--- config.mk ---
export PLATFORM = sky130hd
export DESIGN_NAME = weight_loader
export DESIGN_NICKNAME = d
export VERILOG_FILES = /design/src/rtl/weight_loader.sv
export SDC_FILE = /design/constraint.sdc
export NUM_CORES = 1
export LEC_CHECK = 0
export BUFFER_PORTS_ARGS = -buffer_cell sky130_fd_sc_hd__buf_2
export CAP_MARGIN = 20
export CORE_MARGIN = 1
export CORE_UTILIZATION = 52
export DETAILED_ROUTE_END_ITERATION = 10
export GPL_ROUTABILITY_DRIVEN = 0
export PLACE_DENSITY = 0.79
export SYNTH_ARGS = -nofsm -noshare
export SYNTH_HDL_FRONTEND = slang
export SYNTH_SLANG_ARGS = --single-unit
--- constraint.sdc ---
create_clock -name clk -period 4 [get_ports clk]
set_input_delay 1.2 -clock clk [delete_from_list [all_inputs] [get_ports clk]]
set_output_delay 1.2 -clock clk [all_outputs]
set_load 0.01 [all_outputs]
--- src/rtl/weight_loader.sv ---
// Streams weight words into the per-neuron weight memories of one layer, walking addresses then neurons.
// Latency: one cycle from an accepted beat to the registered write port; done pulses two cycles after the last beat.
// Backpressure: s_ready is high only in LOAD; the write port itself is never stalled.
module weight_loader #(
    parameter int data_width    = 16,
    parameter int address_width = 10,
    parameter int num_weights   = 784,
    parameter int num_neurons   = 30,
    parameter int sel_width     = 5,
    parameter int layer_no      = 1
) (
    input  logic                     clk,
    input  logic                     rst_n,
    input  logic                     start,
    input  logic [sel_width-1:0]     start_neuron,
    input  logic [sel_width:0]       neuron_count,
    input  logic                     s_valid,
    output logic                     s_ready,
    input  logic [data_width-1:0]    s_data,
    output logic [num_neurons-1:0]   write_en,
    output logic [address_width-1:0] weight_address_w,
    output logic [data_width-1:0]    weight_in,
    output logic                     busy,
    output logic                     done,
    output logic                     error
);

    if (((1 << address_width) < num_weights) || ((1 << sel_width) < num_neurons) || (layer_no < 0)) begin : g_bad_params
        $error("weight_loader: counter widths too narrow for the layer size");
    end

    typedef enum logic [1:0] {IDLE, LOAD, DONE} state_t;

    localparam int cfg_w = sel_width + 2;
    localparam logic [address_width-1:0] last_addr_val = address_width'(num_weights - 1);

    state_t                   state, state_nxt;
    logic [sel_width-1:0]     nrn_cnt;
    logic [address_width-1:0] addr_cnt;
    logic [sel_width:0]       remaining;
    logic [num_neurons-1:0]   nrn_onehot;
    logic [cfg_w-1:0]         cfg_end;
    logic                     cfg_ok;
    logic                     accept;
    logic                     last_addr;
    logic                     last_beat;

    // Range check is done one bit wider than the operands so the sum cannot wrap.
    assign cfg_end   = cfg_w'(start_neuron) + cfg_w'(neuron_count);
    assign cfg_ok    = (neuron_count != '0) && (cfg_end <= cfg_w'(num_neurons));
    assign s_ready   = (state == LOAD);
    assign busy      = (state != IDLE);
    assign accept    = s_valid && s_ready;
    assign last_addr = (addr_cnt == last_addr_val);
    assign last_beat = accept && last_addr && (remaining == (sel_width+1)'(1));

    always_comb begin
        nrn_onehot = '0;
        for (int i = 0; i < num_neurons; i++) begin
            nrn_onehot[i] = (int'(nrn_cnt) == i);
        end
    end

    always_comb begin
        state_nxt = state;
        case (state)
            IDLE:    if (start && cfg_ok) state_nxt = LOAD;
            LOAD:    if (last_beat) state_nxt = DONE;
            DONE:    state_nxt = IDLE;
            default: state_nxt = IDLE;
        endcase
    end

    always_ff @(posedge clk) begin
        if (!rst_n) begin
            state <= IDLE;
        end else begin
            state <= state_nxt;
        end
    end

    always_ff @(posedge clk) begin
        if (!rst_n) begin
            nrn_cnt          <= '0;
            addr_cnt         <= '0;
            remaining        <= '0;
            write_en         <= '0;
            weight_address_w <= '0;
            weight_in        <= '0;
            done             <= 1'b0;
            error            <= 1'b0;
        end else begin
            write_en <= '0;
            done     <= (state == DONE);
            case (state)
                IDLE: begin
                    if (start) begin
                        if (cfg_ok) begin
                            nrn_cnt   <= start_neuron;
                            addr_cnt  <= '0;
                            remaining <= neuron_count;
                            error     <= 1'b0;
                        end else begin
                            error <= 1'b1;
                        end
                    end
                end
                LOAD: begin
                    if (accept) begin
                        weight_in        <= s_data;
                        weight_address_w <= addr_cnt;
                        write_en         <= nrn_onehot;
                        // Neuron advance shares the edge with the address wrap: no gap between neurons.
                        if (last_addr) begin
                            addr_cnt  <= '0;
                            nrn_cnt   <= nrn_cnt + 1'b1;
                            remaining <= remaining - 1'b1;
                        end else begin
                            addr_cnt <= addr_cnt + 1'b1;
                        end
                    end
                end
                default: ;
            endcase
        end
    end

endmodule

Word-level counts from Yosys, hierarchy flattened
Index checks and enable logic that the tools add are counted.

word-level totals
  register bits = 81
  bits in latches = 0
  bits in writable memories = 0
  memory bits (read-only) = 0
  input bits = 31
  memories kept = 0

operators by class
  $add $sub $neg = 4
  multiply operators = 0
  div/mod/pow operators = 0
  magnitude comparators = 1
  equal/unequal tests = 39
  shift-type cells = 0
  multiplexer cells = 19
  bitwise operators = 0
  reduce and logical (&&, ||, !) cells = 16

operator list
  kind                                                             count
  == test 5 bit (second input constant)                            16
  == test 5 x 4 -> 1 bit (second input constant)                   8
  two-way mux 10 bit                                               4
  two-way mux 6 bit                                                4
  == test 5 x 3 -> 1 bit (second input constant)                   4
  two-way mux 5 bit                                                4
  case mux 10 bit (2 select lines)                                 1
  case mux 6 bit (2 select lines)                                  1
  adder 10 x 1 -> 10 bit (second input constant)                   1
  == test 10 bit (second input constant)                           1
  case mux 5 bit (2 select lines)                                  1
  adder 5 x 6 -> 7 bit                                             1
  less-or-equal comparator 7 x 5 -> 1 bit (second input constant)  1
  == test 6 x 1 -> 1 bit (second input constant)                   1
  != test 2 x 1 -> 1 bit (second input constant)                   3
  != test 2 bit (second input constant)                            3
  AND reduction 2 bit                                              3
  nonzero test 6 bit                                               1
  subtractor 6 x 1 -> 6 bit (second input constant)                1
  adder 5 x 1 -> 5 bit (second input constant)                     1
  == test 5 x 2 -> 1 bit (second input constant)                   1
  logical AND 1 bit                                                5
  logical NOT 5 bit                                                1
  AND reduction 5 bit                                              1
  9 further kinds                                                  11

Longest topological paths before layout
  depth after elaboration = 6
  gate-level depth with buffers = 12

Least setup slack after synthesis
No wires, ideal clock.

  path type = input to register
  start = input port start_neuron[0]
  end = register addr_cnt[1]
  arrival time = 3351 ps
  slack = 527 ps
  cell stages on the path = 12
  buffers on the path = 2
  path through = ha_1 inv_1 fa_1 nand2b_1 a21oi_1 nor2_1 or4b_1 buf_4 a31oi_4 buf_6 mux2i_1 nor2_1

between the ends
  cells in the longest elaborated chain, start to end = 5

RTL lines
  what                                     line  source
  start, declared                          15    input logic [sel_width-1:0] start_neuron,
  adder 5 x 6 -> 7 bit                     49    assign cfg_end = cfg_w'(start_neuron) + cfg_w'(neuron_count);
  less-or-equal comparator 7 x 5 -> 1 bit  50    assign cfg_ok = (neuron_count != '0) && (cfg_end <= cfg_w'(num_neurons));
  logical AND 1 bit                        50
  != test 2 bit (no line)                  --
  AND reduction 4 bit (no line)            --
  end signal, assigned                     119   addr_cnt <= addr_cnt + 1'b1;
  end, declared                            39    logic [address_width-1:0] addr_cnt;

Every way passes these cells.
A chain may end at the register's enable or synchronous reset.

Worst setup path after layout
  start = input port neuron_count[0]
  end = register addr_cnt[1]

between the ends
  cells in the longest elaborated chain, start to end = 5
  elaborated cells on any way between the ends = 6
  those cells by class = add/sub: 1; order compare: 1; eq/ne: 1; reduce/logical: 3

RTL lines
  what                                     line  source
  start, declared                          16    input logic [sel_width:0] neuron_count,
  adder 5 x 6 -> 7 bit                     49
  less-or-equal comparator 7 x 5 -> 1 bit  50
  logical AND 1 bit (*)                    50
  != test 2 bit (no line) (*)              --
  AND reduction 4 bit (no line) (*)        --

Every way passes the cells marked *; elsewhere a longest branch is shown, timed or not.

==> run summary <==
===========================================================================================
Result of the run ............................................................ finished clean
CP max FO ....................................................................           17
Die span in y ................................................................      83.8 µm
Met2 usage ...................................................................        35.2%
Fin. max-slew vios ...........................................................            0
Final Hold Fails .............................................................            0
Insertion delay to the later sink of the worst-skew pair .....................       350 ps
Fraction of synthesized cell area in xor and xnor cells ......................       0.504%
Seq cells post-synth .........................................................           81
Worst max-slew margin expressed relative to the limit ........................        51.7%
Post-detailed-routing wire length ............................................      7.40 mm
Cts bufs inserted ............................................................            9
Worst Hold End ............................................................... weight_address_w[4]
Power Density ................................................................   400 nW/µm²
Relative contribution of combinational cells to total power ..................        14.5%
Global-route wire length before repair .......................................      12.7 mm
Final critical-path share of the clock period ................................        88.0%
Startpoint types .............................................................    input pin
Sum of net half-perimeters after detailed placement ..........................      5.37 mm
Max-cap violations ...........................................................            0
Total GRT Usage ..............................................................        22.1%
Library cells used by synthesis ..............................................           52
Number of clock sinks ........................................................           81
Shortest period the worst path allows ........................................      3520 ps
Area of the multi-input gates ................................................     1700 µm²
H-Tree Level Count ...........................................................            3
Floorplan die width ..........................................................      83.8 µm
Reg2reg setup slack ..........................................................      1290 ps
Clock network power share ....................................................        33.7%
Synth Area per Inst ..........................................................     8.69 µm²
Number of stages on the worst hold path ......................................            2
Leakage power total ..........................................................      1.78 nW
Share of total power consumed by net switching ...............................        29.7%
Setup TNS after final layout .................................................         0 ps
Detailed-routing iteration count for the pre-antenna-repair pass .............            4
Non-Filler Instances .........................................................          564
Leading register cell type out of synthesis .................................. sky130_fd_sc_hd__dfxtp_1
CTS Buffer Depth .............................................................            2
Number of design-rule violations left by the first detailed-router iteration .          119
Area Growth Syn to Fin .......................................................        18.9%
Largest family of logic cells by synthesized area ............................ simple AND/OR/NAND/NOR gates
Layer carrying the most global-route usage ...................................         met2
Cell area after synthesis ....................................................     3480 µm²
Number of enable flip-flop cells after synthesis .............................            0
Post-CTS Setup Repair Bufs ...................................................            0
Setup-failing EPs final ......................................................            0
Setup repair after global routing missed its margin ..........................           no
Power dissipated by switching net loads ......................................       491 µW
Cell internal pwr ............................................................      1.16 mW
# DRC ........................................................................            0
Resize count post-CTS ........................................................            0
Critical Path End Type .......................................................    flip-flop
Worst R2R Path Depth .........................................................            8
Number of antenna repair diodes ..............................................            0
Mux contribution to synthesized area .........................................       0.900%
Cell total after placement ...................................................          548
Net count of the finished layout .............................................          527
Initial antenna violation count ..............................................            0
Final core utilization .......................................................        64.7%
Maximum number of pins on one net before global-route repair .................           40
Initial core utilization .....................................................        54.4%
Io pins ......................................................................           91
Hold path start .............................................................. weight_address_w[4]
Clock tree from TritonCTS ....................................................        built
Number of nets with antenna violations after detailed routing ................            0
Fill cell count ..............................................................          541
GR Layer Usage met3 ..........................................................        4.75%
Synthesized-area fraction occupied by adder cells ............................        5.25%
Share of synthesized flip-flops with an asynchronous set or reset ............           0%
Sequential share of the synthesized area .....................................        46.6%
Port Buffers .................................................................           90
FP Rows ......................................................................           29
Origin of the critical flop-to-flop path .....................................     state[1]
Synth Area in Compound Gates .................................................        18.6%
Post-synthesis cell count ....................................................          400
Clock root buffer ............................................................ sky130_fd_sc_hd__clkbuf_8
Worst-path clk slew ..........................................................        90 ps
Max rail drop VDD ............................................................   0.000225 V
Number of global-route vias before repair ....................................         2825
Vias/cell ....................................................................         5.38
Sequential share of power ....................................................        51.8%
R2R Path End ................................................................. remaining[2]
Leading cell type in the layout, fill and taps excluded ...................... sky130_fd_sc_hd__buf_2
Data required time of the critical path ......................................      4240 ps
Total Power ..................................................................      1.65 mW
Transition time at the pin with the least slew margin ........................       717 ps
Critical Path AT .............................................................      3760 ps
Crit path kind ............................................................... input pin to flip-flop
Core outline area ............................................................     6390 µm²
Met1 Resource Use GR .........................................................        29.5%
Synth Warn # .................................................................            0
Highest clock frequency the design can meet ..................................      284 MHz
Share of final-layout standard cells stronger than drive strength 1 ..........        24.4%
Leading cell types in the layout, fill and taps excluded ..................... 90 x sky130_fd_sc_hd__buf_2, 82 x sky130_fd_sc_hd__nand2_1, 81 x sky130_fd_sc_hd__dfxtp_1, 33 x sky130_fd_sc_hd__nor2_1, 28 x sky130_fd_sc_hd__a21boi_0
Post-synth net total .........................................................          445
Path type of the worst min-delay path ........................................ flip-flop to flip-flop
Remaining global-route overflow ..............................................            0
Count of hold buffers inserted by post-cts repair ............................            0
Die Area .....................................................................     7020 µm²
Average detailed-routed wire length per instance .............................      13.1 µm
Footprint of the flip-flops and latches ......................................     1620 µm²
Vias .........................................................................         3033
Fin Clk Skew .................................................................      7.95 ps
Fraction of the mapped netlist area in simple logic gates ....................        23.6%
===========================================================================================
-- power groups by stage --
stage	Sequential (mW)	Clock (mW)	Combinational (mW)
after global placement	0.873	0	0.230
final	0.856	0.557	0.239
after floorplan	0.870	0	0.173
after CTS	0.856	0.569	0.239
after detailed placement	0.875	0	0.237
after global routing	0.860	0.607	0.269
-- how the worst max path moves through the flow --
| stage | start | endpoint |
|---|---|---|
| floorplan | start_neuron[0] | addr_cnt[1] |
| global placement | neuron_count[0] | addr_cnt[1] |
| detailed placement | neuron_count[0] | addr_cnt[1] |
| CTS | neuron_count[0] | addr_cnt[1] |
| global route | neuron_count[0] | addr_cnt[1] |
| finish | neuron_count[0] | addr_cnt[1] |
-- cell families after synthesis --
logic type,count (synthesis)
AO/OA/AOI/OAI,85
flip-flops,81
buffers and inverters,37
AND/OR/NAND/NOR,178
adder cells (fa/ha/maj),14
multiplexers,3
XOR/XNOR,2
-- Yosys cell counts (all sizes together) (3+ instances only) --
cell / instances / area (µm²)
a21boi: 29 / 218
nor3: 16 / 85.1
o2111ai: 3 / 26.3
or3: 4 / 25.0
or4: 3 / 22.5
a32o: 3 / 30.0
a31o: 3 / 35.0
nand2b: 8 / 50.1
and3: 4 / 25.0
clkbuf: 19 / 71.3
o211a: 3 / 30.0
a21oi: 14 / 70.1
nor4: 3 / 18.8
nand3: 8 / 40.0
nand2: 82 / 308
buf: 4 / 33.8
o31ai: 3 / 22.5
ha: 13 / 163
nand4: 3 / 18.8
inv: 14 / 52.6
o21ai: 11 / 55.1
a31oi: 4 / 55.1
dfxtp: 81 / 1620
nor2b: 3 / 18.8
nand4b: 3 / 26.3
nor2: 33 / 124
-- worst max-delay path: stages --
cell and delay [ps]:
sky130_fd_sc_hd__buf_2 120, sky130_fd_sc_hd__ha_1 170, sky130_fd_sc_hd__inv_1 60, sky130_fd_sc_hd__fa_1 370, sky130_fd_sc_hd__nand2b_1 190, sky130_fd_sc_hd__a21oi_1 140
sky130_fd_sc_hd__nor2_1 50, sky130_fd_sc_hd__or4b_1 680, sky130_fd_sc_hd__a31oi_4 500, sky130_fd_sc_hd__mux2i_1 240, sky130_fd_sc_hd__nor2_1 50
-- area by class of cell --
| class | instances | share of cell area, % |
|---|---|---|
| multi-input combinational | 282 | 41.1 |
| sequential | 81 | 39.2 |
| timing repair buffer | 94 | 11.6 |
| clock buffer | 9 | 3.00 |
| tap | 77 | 2.33 |
| clock inverter | 7 | 1.48 |
| inverter | 14 | 1.27 |
-- per-stage QoR --
| step | worst slack, ps | instance area [µm²] | hold WS [ps] |
|---|---|---|---|
| after CTS | 499 | 4130 | 464 |
| after detailed placement | 126 | 3950 | 452 |
| after global routing | 247 | 4130 | 486 |
| after floorplan | 527 | 3480 | 443 |
| final | 479 | 4130 | 461 |
| after global placement | 211 | 3950 | 447 |
-- routing by layer --
metal  vias up  share of wire [%]
li1       1540                  -
met1      1399                 46
met2        82                 46
met3        12                5.6
met4         0                1.4
met5         -                  0
-- registers in the layout (all words and copies together) (netlist names) --
signal	count
state	2
done	1
weight_in	16
write_en	30
weight_address_w	10
addr_cnt	10
remaining	6
nrn_cnt	5
error	1
Note: power is estimated with default switching activity, not from simulation.
